$ cat src/rtl/scan_teclado_pkg.sv
// ---------------------------------------------------------------------------
// pkg_teclado
// Shared definitions for the keypad matrix scanner:
//   - scan FSM state encoding (SCAN / DEBOUNCE / VALID / RELEASE)
//   - matrix geometry (4 columns x 2 rows) and key-code width
//   - idle patterns for column strobes and row returns
//   - helpers: one-hot-low column strobe decode, row-sample validity test
// ---------------------------------------------------------------------------
package pkg_teclado;

  localparam int NUM_COL = 4;
  localparam int NUM_FIL = 2;
  localparam int CODE_W  = 3;

  // All strobes inactive (active-low lines), and "no key" on the row returns.
  localparam logic [NUM_COL-1:0] COL_IDLE   = 4'b1111;
  localparam logic [NUM_FIL-1:0] FILAS_IDLE = 2'b11;

  typedef enum logic [1:0] {
    SCAN     = 2'd0,
    DEBOUNCE = 2'd1,
    VALID    = 2'd2,
    RELEASE  = 2'd3
  } estado_t;

  // Active-low one-hot strobe: only the selected column is pulled low.
  function automatic logic [NUM_COL-1:0] col_strobe(input logic [1:0] idx);
    logic [NUM_COL-1:0] s;
    s      = COL_IDLE;
    s[idx] = 1'b0;
    return s;
  endfunction

  // Exactly one row low is a usable key. Both rows low is ghosting from two
  // keys sharing a column and is deliberately treated the same as no key.
  function automatic logic fila_valida(input logic [NUM_FIL-1:0] f);
    return (f == 2'b10) || (f == 2'b01);
  endfunction

endpackage

$ cat src/rtl/scan_teclado_if.sv
// ---------------------------------------------------------------------------
// scan_teclado_if
// Pin/consumer bundle of the keypad scanner.
//   filas         : row returns, active-low, already synchronised to clk
//   columnas      : column strobes, active-low one-hot
//   teclaoprimida : last validated key code {row_idx, col_idx}
//   done          : one-cycle pulse when teclaoprimida is updated
//   ocupado       : a key is being validated or is still held
// modport master : the scanner itself
// modport slave  : keypad pins + access-control FSM side
// ---------------------------------------------------------------------------
interface scan_teclado_if;
  import pkg_teclado::*;

  logic [NUM_FIL-1:0] filas;
  logic [NUM_COL-1:0] columnas;
  logic [CODE_W-1:0]  teclaoprimida;
  logic               done;
  logic               ocupado;

  modport master (
    input  filas,
    output columnas,
    output teclaoprimida,
    output done,
    output ocupado
  );

  modport slave (
    output filas,
    input  columnas,
    input  teclaoprimida,
    input  done,
    input  ocupado
  );

endinterface

$ cat src/rtl/scan_teclado_contador.sv
// ---------------------------------------------------------------------------
// contador_teclado
// Shared dwell/debounce counter for the keypad scanner.
//   clk, reset : clock, synchronous active-low reset
//   clear      : return to zero next cycle (wins over enable)
//   enable     : count up by one
//   limite     : terminal value to compare against
//   terminal   : high while the count equals limite
// The owner clears the counter whenever it reaches its limit, so it never
// wraps or runs past the larger of the two limits.
// ---------------------------------------------------------------------------
module contador_teclado #(
  parameter int CNT_W = 8
) (
  input  logic             clk,
  input  logic             reset,
  input  logic             clear,
  input  logic             enable,
  input  logic [CNT_W-1:0] limite,
  output logic             terminal
);

  logic [CNT_W-1:0] cnt_q, cnt_d;

  // Next count: clear has priority so a state change always starts at zero.
  always_comb begin
    cnt_d = cnt_q;
    if (clear) begin
      cnt_d = '0;
    end else if (enable) begin
      cnt_d = cnt_q + CNT_W'(1);
    end
  end

  always_ff @(posedge clk) begin
    if (!reset) begin
      cnt_q <= '0;
    end else begin
      cnt_q <= cnt_d;
    end
  end

  assign terminal = (cnt_q == limite);

endmodule

$ cat src/rtl/scan_teclado.sv
// ---------------------------------------------------------------------------
// scan_teclado
// Drive-side scanner for the 4x2 bicycle-rack keypad. Walks an active-low
// strobe across the columns, samples the row returns at the end of each
// column dwell, debounces press and release, and reports each key once.
//   clk    : system clock
//   reset  : synchronous, active-low
//   bus    : scan_teclado_if.master (filas in; columnas, teclaoprimida,
//            done, ocupado out)
// Parameters:
//   SCAN_DIV   : cycles each column is held while scanning (>=2)
//   DEB_CYCLES : consecutive identical samples for press and release (>=2)
//   CNT_W      : counter width, must hold max(SCAN_DIV, DEB_CYCLES)
// ---------------------------------------------------------------------------
module scan_teclado
  import pkg_teclado::*;
#(
  parameter int SCAN_DIV   = 4,
  parameter int DEB_CYCLES = 8,
  parameter int CNT_W      = 8
) (
  input  logic           clk,
  input  logic           reset,
  scan_teclado_if.master bus
);

  localparam logic [CNT_W-1:0] SCAN_LIM = CNT_W'(SCAN_DIV - 1);
  localparam logic [CNT_W-1:0] DEB_LIM  = CNT_W'(DEB_CYCLES - 1);

  estado_t            state_q, state_d;
  logic [1:0]         col_q, col_d;
  logic [NUM_FIL-1:0] pat_q, pat_d;
  logic [NUM_COL-1:0] columnas_q, columnas_d;
  logic [CODE_W-1:0]  tecla_q, tecla_d;
  logic               done_q, done_d;
  logic               ocupado_q, ocupado_d;

  logic               cnt_clear;
  logic               cnt_enable;
  logic               cnt_terminal;
  logic [CNT_W-1:0]   cnt_limit;

  // One counter serves both the column dwell and the debounce windows; the
  // terminal value is chosen from the current state only.
  assign cnt_limit = (state_q == SCAN) ? SCAN_LIM : DEB_LIM;

  contador_teclado #(
    .CNT_W (CNT_W)
  ) u_contador (
    .clk      (clk),
    .reset    (reset),
    .clear    (cnt_clear),
    .enable   (cnt_enable),
    .limite   (cnt_limit),
    .terminal (cnt_terminal)
  );

  // Next-state logic. Every state change also clears the counter, so each
  // state starts its own count from zero.
  always_comb begin
    state_d    = state_q;
    col_d      = col_q;
    pat_d      = pat_q;
    tecla_d    = tecla_q;
    done_d     = 1'b0;
    cnt_clear  = 1'b0;
    cnt_enable = 1'b0;

    case (state_q)
      SCAN: begin
        if (cnt_terminal) begin
          cnt_clear = 1'b1;
          if (fila_valida(bus.filas)) begin
            // Keep this column and remember which row answered.
            pat_d   = bus.filas;
            state_d = DEBOUNCE;
          end else begin
            col_d = col_q + 2'd1;
          end
        end else begin
          cnt_enable = 1'b1;
        end
      end

      DEBOUNCE: begin
        if (bus.filas == pat_q) begin
          if (cnt_terminal) begin
            cnt_clear = 1'b1;
            state_d   = VALID;
          end else begin
            cnt_enable = 1'b1;
          end
        end else begin
          // Bounce, release or ghost: give up on this column for now.
          cnt_clear = 1'b1;
          col_d     = col_q + 2'd1;
          state_d   = SCAN;
        end
      end

      VALID: begin
        // Row 1 is the pattern with bit 1 low (2'b01).
        cnt_clear = 1'b1;
        tecla_d   = {~pat_q[1], col_q};
        done_d    = 1'b1;
        state_d   = RELEASE;
      end

      RELEASE: begin
        if (bus.filas == FILAS_IDLE) begin
          if (cnt_terminal) begin
            cnt_clear = 1'b1;
            col_d     = col_q + 2'd1;
            state_d   = SCAN;
          end else begin
            cnt_enable = 1'b1;
          end
        end else begin
          cnt_clear = 1'b1;
        end
      end

      default: begin
        cnt_clear = 1'b1;
        state_d   = SCAN;
      end
    endcase

    ocupado_d  = (state_d != SCAN);
    columnas_d = col_strobe(col_d);
  end

  // All outputs are registered; the strobe register always mirrors col_q so
  // exactly one column is low in every cycle, including right after reset.
  always_ff @(posedge clk) begin
    if (!reset) begin
      state_q    <= SCAN;
      col_q      <= 2'd0;
      pat_q      <= FILAS_IDLE;
      columnas_q <= col_strobe(2'd0);
      tecla_q    <= '0;
      done_q     <= 1'b0;
      ocupado_q  <= 1'b0;
    end else begin
      state_q    <= state_d;
      col_q      <= col_d;
      pat_q      <= pat_d;
      columnas_q <= columnas_d;
      tecla_q    <= tecla_d;
      done_q     <= done_d;
      ocupado_q  <= ocupado_d;
    end
  end

  assign bus.columnas      = columnas_q;
  assign bus.teclaoprimida = tecla_q;
  assign bus.done          = done_q;
  assign bus.ocupado       = ocupado_q;

endmodule
$ cat src/flat_wrapper.sv
// flat-port wrapper written by rule: the top's interface ports become plain ports
module scan_teclado_flat import pkg_teclado::*;
#(
  parameter int SCAN_DIV   = 4,
  parameter int DEB_CYCLES = 8,
  parameter int CNT_W      = 8
)
  (clk, reset, bus_filas, bus_columnas, bus_teclaoprimida, bus_done, bus_ocupado);
  scan_teclado_if bus_i ();
  input  logic clk;
  input  logic reset;
  input wire logic [$bits(bus_i.filas)-1:0] bus_filas;
  output wire logic [$bits(bus_i.columnas)-1:0] bus_columnas;
  output wire logic [$bits(bus_i.teclaoprimida)-1:0] bus_teclaoprimida;
  output wire logic [$bits(bus_i.done)-1:0] bus_done;
  output wire logic [$bits(bus_i.ocupado)-1:0] bus_ocupado;
  assign bus_i.filas = bus_filas;
  assign bus_columnas = bus_i.columnas;
  assign bus_teclaoprimida = bus_i.teclaoprimida;
  assign bus_done = bus_i.done;
  assign bus_ocupado = bus_i.ocupado;
  scan_teclado #(.SCAN_DIV(SCAN_DIV), .DEB_CYCLES(DEB_CYCLES), .CNT_W(CNT_W)) u_core (.clk(clk), .reset(reset), .bus(bus_i));
endmodule
$ cat config.mk
export PLATFORM = sky130hd
export DESIGN_NAME = scan_teclado_flat
export DESIGN_NICKNAME = d
export VERILOG_FILES = /design/src/rtl/scan_teclado_pkg.sv /design/src/rtl/scan_teclado_if.sv /design/src/rtl/scan_teclado_contador.sv /design/src/rtl/scan_teclado.sv /design/src/flat_wrapper.sv
export SDC_FILE = /design/constraint.sdc
export NUM_CORES = 1
export LEC_CHECK = 0
export CORE_AREA = 2 2 48 50
export CTS_BUF_LIST = sky130_fd_sc_hd__clkbuf_4
export DETAILED_ROUTE_END_ITERATION = 10
export DIE_AREA = 0 0 50 52
export PLACE_DENSITY = 0.76
export SYNTH_ARGS = -nofsm -noshare
export SYNTH_HDL_FRONTEND = slang
export SYNTH_SLANG_ARGS = --single-unit
$ cat constraint.sdc
create_clock -name clk -period 2.4 [get_ports clk]
set_input_delay 0.24 -clock clk [delete_from_list [all_inputs] [get_ports clk]]
set_output_delay 0.24 -clock clk [all_outputs]
set_load 0.005 [all_outputs]
======== Yosys cells after proc, flatten, opt, wreduce, memory -nomap -nowiden ========
Cells that the tools add are included.
word-level totals
  memories kept ........................... 0
  bits in latches ......................... 0
  memory bits (read-only) ................. 0
  register bits ........................... 23
  bits of input ports ..................... 4
  RAM bits ................................ 0
  output and inout port bits .............. 9
  word-level logic and storage cells ...... 54
operators by class
  add/subtract/negate cells ............... 2
  reductions and logical operators ........ 6
  div/mod/pow operators ................... 0
  multipliers ............................. 0
  muxes and demuxes ....................... 25
  shifts and indexed selects .............. 0
  $lt $le $gt $ge ......................... 2
  bitwise gates (word level) .............. 3
  equality and inequality tests ........... 8
operator list
  kind                   number
  $mux W2                11
  $add A8 B1 Y8 const B  1
  $eq A2 B2 Y1 const B   4
  $eq A8 B8 Y1           1
  $mux W1                8
  $pmux W2 S4            1
  $pmux W2 S3            1
  $eq A2 B1 Y1 const B   2
  $not A4 Y4             1
  $pmux W1 S4            1
  $lt A2 B3 Y1 const B   1
  $mux W3                1
  $pmux W1 S3            1
  $reduce_and A3 Y1      1
  $add A2 B1 Y2 const B  1
  $demux W1 S2           1
  $eq A2 B2 Y1           1
  $ge A2 B1 Y1 const B   1
  $logic_not A2 Y1       1
  $not A1 Y1             2
  $reduce_bool A2 Y1     1
  $reduce_or A2 Y1       1
  $logic_and A1 B1 Y1    1
  $logic_or A1 B1 Y1     1

======== Depth between registers and ports, before layout ========
  depth after elaboration ................. 11
  mapped depth ............................ 6

======== By module ========
Synthesis repeated with hierarchy kept, for this count alone.
unflattened totals
  cells, all modules ...................... 120
  area total of the unflattened synthesis .. 1,099.8 um^2
modules (own cells, without submodules)
  module            seq. area each (um^2)  cells an instance  area an instance (um^2)  times used
  scan_teclado      300.3                  70                 665.6                    1
  contador_teclado  160.2                  50                 434.2                    1

======== Worst setup path after synthesis ========
OpenSTA, ideal clock, no wires.
  path kind ............................... register to register
  start point ............................. register u_core.u_contador.cnt_q[3]
  end point ............................... register u_core.columnas_q[0] (netlist: u_core.bus.columnas[0])
  setup slack ............................. 0.547 ns
  period minus slack after synthesis ...... 1.853 ns
  stages on the path, launching flop included .. 7
  arrival time ............................ 1.722 ns
  cell sequence ........................... dfxtp_1 or4_4 buf_6 or3_4 o21ai_4 a21oi_1 o21bai_1
on the way
  word-level cells in the longest chain between the ends .. 9
  elaborated cells between the ends (all ways) .. 11
  those cells by class .................... order compare: 2; eq/ne: 1; mux: 6; bitwise: 1; reduce/logical: 1
RTL lines
  item                                                                RTL line                     source
  from (decl)                                                         scan_teclado_contador.sv:23  logic [CNT_W-1:0] cnt_q, cnt_d;
  from (signal assigned)                                              scan_teclado_contador.sv:39  cnt_q <= cnt_d;
  $eq A8 B8 Y1 (*)                                                    scan_teclado_contador.sv:43  assign terminal = (cnt_q == limite);
  $mux W2                                                             scan_teclado.sv:111          if (cnt_terminal) begin
  $mux W2                                                             scan_teclado.sv:110          if (bus.filas == FILAS_IDLE) begin
  $pmux W2 S3 (*)                                                     scan_teclado.sv:69           case (state_q)
  $lt A2 B3 Y1 (not written as such) or $ge A2 B1 Y1 (tied branches)  scan_teclado_pkg.sv:30       s[idx] = 1'b0;
  $logic_and A1 B1 Y1 (not written as such)                           scan_teclado_pkg.sv:30
  $mux W1 (not written as such)                                       scan_teclado_pkg.sv:30
  $demux W1 S2 (*)                                                    -
  $not A4 Y4 (no source line) (*)                                     -
  to (signal assigned)                                                scan_teclado.sv:140          columnas_q <= col_strobe(2'd0);
  to (signal assigned)                                                scan_teclado.sv:148          columnas_q <= columnas_d;
  to (decl)                                                           scan_teclado.sv:33           logic [NUM_COL-1:0] columnas_q, columnas_d;
Mark *: on every way between the ends. The rest lies on a longest branch, timed or not.
A chain may end at the register's enable or synchronous reset.

======== Worst setup path after layout ========
  start point ............................. register u_core.u_contador.cnt_q[3]
  end point ............................... register u_core.u_contador.cnt_q[6]
on the way
  word-level cells in the longest chain between the ends .. 5
  elaborated cells between the ends (all ways) .. 11
  those cells by class .................... add/sub: 1; eq/ne: 1; mux: 8; reduce/logical: 1
RTL lines
  item                               RTL line
  $eq A8 B8 Y1                       scan_teclado_contador.sv:43
  $mux W1                            scan_teclado.sv:71, scan_teclado.sv:87, scan_teclado.sv:111
  $mux W1 (on tied branches)         scan_teclado.sv:110, scan_teclado.sv:86
  $pmux W1 S4                        scan_teclado.sv:69
  $reduce_or A2 Y1 (no source line)  -
Several ways; a longest one is shown, not always the timed one.

==> flow_summary_export.csv <==
group,metric,value,unit
status,run_status,"complete, no violations",
grt,grt_overflow_total,0,
power,clockPowerShare,28.4,%
floorplanning,die_h,52,um
setup_path,cp_max_fo,8,
clock_network,clock_sinks,23,
yosys,synthSimpleGateAreaFrac,25.4,%
yosys,synth_area,1090,um^2
clock_network,post_cts_buffers,0,
yosys,synth_fa_ha_area_share,2.29,%
grt,grt_pass1_vias,789,
yosys,synthXorXnorAreaFrac,4.81,%
floorplanning,rows,17,
finish,area_growth,14.5,%
drt,drt-pass1-iter-count,4,
finish,post-route-cell-area,1250,um^2
setup_path,timing.rr.end,"u_core.u_contador.cnt_q[6]",
finish,fillers,198,
min_path,min_from,"u_core.u_contador.cnt_q[0]",
setup_path,reg2reg_depth,5,
placement,hpwl,1480,um
clock_network,clk_pin_slew,0.12,ns
clock_network,cts_tree,"built",
drt,m1WireLength,947,um
job,drv_cap,0,
setup_path,path_common_cell,"nor2_1",
power,p_leak,0.446,nW
min_path,hold_depth,1,
yosys,synth_compound_area_share,17.0,%
clock_network,clk_path_buf_depth,2,
timing,timing.slew.headroom,64.1,%
timing,fin_crit_sh,83.8,%
floorplanning,io_pins,13,
power,finalPower,0.660,mW
yosys,synthCells,120,
clock_network,cts_root_buf,"clkbuf_4",
timing,skew,0.00624,ns
power,power_per_cell_area,528,nW/um^2
power,power_switching,0.159,mW
timing,rsz0062_at_grt,"no",
drt,antenna_left,0,
power,ir_drop,0.405,mV
timing,setup_viol,0,
setup_path,worstSetupPathType,"flop to flop",
yosys,synth.distinct_cells,40,
finish,finalNonFillerCells,159,
floorplanning,core-area,2110,um^2
grt,grt_pass1_wl,3410,um
timing,max_freq,0.497,GHz
clock_network,numCtsBuffers,3,
placement,dp_cells,155,
clock_network,ctsResizeCount,0,
drt,wirelength,1990,um
min_path,min_path_type,"flop to flop",
setup_path,ff2ff_setup_slack,0.39,ns
drt,met2WireLength,955,um
finish,fin_nets,138,
yosys,synth_top_family_by_area,"simple AND/OR/NAND/NOR gates",
min_path,whs_endpoint,"u_core.u_contador.cnt_q[0]",
timing,post-route-min-period,2.01,ns
timing,hold_viol_final,0,
yosys,synth_edf_count,0,
grt,antenna_found_initial,0,
clock_network,cts_hold_buffers,0,
clock_network,htreeDepth,1,
floorplanning,die_area,2600,um^2
setup_path,cp.required,2.59,ns
drt,via_count,865,
power,p_seq_share,61.3,%
yosys,ys_seq_area_share,42.2,%
setup_path,timing.critical_path.buf_inv,0,
floorplanning,start_util,51.9,%
grt,grt_use_total,17.3,%
placement,dpl_cell_area,1220,um^2
setup_path,slowest_delay,0.58,ns
power,internal_power,0.502,mW
drt,wl_per_cell,12.5,um
setup_path,cp_top_family,"simple AND/OR/NAND/NOR gates",
yosys,synthFlopType,"dfxtp_1",
drt,drc_errors,0,
power,swShare,24.0,%
finish,drive_gt1_share,7.63,%
yosys,synth.ff_latch_count,23,
clock_network,insertion_delay,0.31,ns
timing,setup-tns-final,0,ns
drt,top_layer_used,"met4",
yosys,avgSynthCellArea,9.10,um^2
placement,io_buffers,12,
drt,drtIter0Drc,2,
drt,dr_wl_met3,55,um
setup_path,crit_slowest_cell,"or4_4",
setup_path,cp-end-kind,"flop",
setup_path,crit_path_start_kind,"flop",
setup_path,cp_data_arrival_time,2.20,ns
floorplanning,die_x,50,um
setup_path,timing.rr.start,"u_core.u_contador.cnt_q[3]",
yosys,ys.warnings.count,0,
setup_path,crit_chain,"or4_4 -> nor2_1 -> a21oi_1 -> o21ai_1 -> nor2_1",
yosys,async_reset_ff_share,0,%
drt,via_per_inst,5.44,
finish,insertedDiodeCount,0,
timing,slew_viol_final,0,
timing,max_slew.worst_pin.slew,0.535,ns
finish,final_util,59.4,%
grt,grt_max_degree,17,
power,pwr-share-comb,10.3,%
yosys,synthMuxAreaShare,4.58,%
yosys,synth_fp_nets,126,
placement,gp_congestion,0.778,
==> registers in the layout, indices dropped and copies added, names as in the netlist <==
name,count
u_core.bus.ocupado,1
u_core.bus.teclaoprimida,3
u_core.col_q,2
u_core.state_q,2
u_core.bus.done,1
u_core.pat_q,2
u_core.bus.columnas,4
u_core.u_contador.cnt_q,8
==> cell families after synthesis <==
family | count (synthesis)
mux | 5
flops | 23
compound gates | 25
simple gates | 50
xor+xnor | 6
buf+inv | 9
fa+ha+maj | 2
==> worst max-delay path by stage <==
stage	depth (start not counted)	slack [ns]	to	startpoint
after floorplan	6	0.55	u_core.bus.columnas[0]	u_core.u_contador.cnt_q[3]
after global placement	6	0.31	u_core.u_contador.cnt_q[7]	bus_filas[0]
after detailed placement	6	0.22	u_core.u_contador.cnt_q[7]	bus_filas[0]
after CTS	5	0.36	u_core.u_contador.cnt_q[4]	u_core.u_contador.cnt_q[3]
after global routing	5	0.22	u_core.u_contador.cnt_q[4]	u_core.u_contador.cnt_q[3]
final	5	0.39	u_core.u_contador.cnt_q[6]	u_core.u_contador.cnt_q[3]
==> Yosys cell counts (all sizes together) (2+ instances only) <==
cell / instances / area share (%)
a21boi: 3 / 2.1
a21oi: 6 / 3.1
and2: 3 / 1.7
and3: 2 / 1.1
clkbuf: 4 / 1.4
dfxtp: 23 / 42
ha: 2 / 2.3
inv: 4 / 1.4
mux2i: 5 / 4.6
nand2: 8 / 3.0
nand2b: 3 / 1.7
nand3: 7 / 3.2
nand3b: 3 / 2.1
nand4: 2 / 1.1
nor2: 10 / 3.4
nor2b: 3 / 1.7
nor3: 2 / 0.92
o21a: 2 / 1.4
o21ai: 4 / 2.9
o21bai: 2 / 1.4
o31ai: 3 / 2.1
or3: 2 / 1.6
or4: 3 / 2.4
xnor2: 4 / 3.2
xor2: 2 / 1.6
==> through the flow <==
step           hold WS [ns]  worst slack (ns)
2_1_floorplan         0.368             0.547
3_3_place_gp          0.426             0.313
3_5_place_dp          0.449             0.224
4_1_cts               0.476             0.361
5_1_grt               0.503             0.216
6_report              0.467             0.389
==> power groups by stage <==
stage | registers, mW | clock network (mW) | logic, mW
final | 0.405 | 0.187 | 0.0681
after global routing | 0.407 | 0.210 | 0.0770
after global placement | 0.413 | 0 | 0.0661
after detailed placement | 0.413 | 0 | 0.0686
after CTS | 0.405 | 0.195 | 0.0689
after floorplan | 0.407 | 0 | 0.0509
==> final cells by class <==
class / count / area, um^2 / area share (%)
clock buffers: 4 / 30.0 / 2.40
flip-flops and latches: 23 / 460 / 36.8
repair buffers: 12 / 120 / 9.60
multi-input cells: 88 / 591 / 47.2
well taps: 28 / 35.0 / 2.80
inverters: 4 / 15.0 / 1.20
==> cell usage in the layout (no fill, tap or decap), types with 2 or more instances in the layout <==
master / netlist / routed
nor3_1: 2 / 2
o21ai_0: 2 / 2
nor2b_1: 3 / 3
o21bai_1: 2 / 2
ha_1: 2 / 2
mux2i_1: 5 / 5
o21a_1: 2 / 2
nand3b_1: 3 / 3
xor2_1: 2 / 2
and2_1: 3 / 3
clkdlybuf4s50_1: 0 / 12
o31ai_1: 3 / 3
inv_1: 4 / 4
nand3_1: 7 / 7
nor2_1: 10 / 10
or4_1: 2 / 2
clkbuf_4: 0 / 4
and3_1: 2 / 2
dfxtp_1: 23 / 23
a21boi_0: 2 / 2
xnor2_1: 4 / 4
nand2_1: 7 / 7
nand2b_1: 3 / 3
nand4_1: 2 / 2
a21oi_1: 5 / 5
==> per-layer routing <==
layer	global-route usage, %	vias up
met5	0	-
met4	9.26	0
met3	3.74	3
met2	28.9	9
met1	20.7	402
li1	-	451
Note: power is estimated with default switching activity, not from simulation.
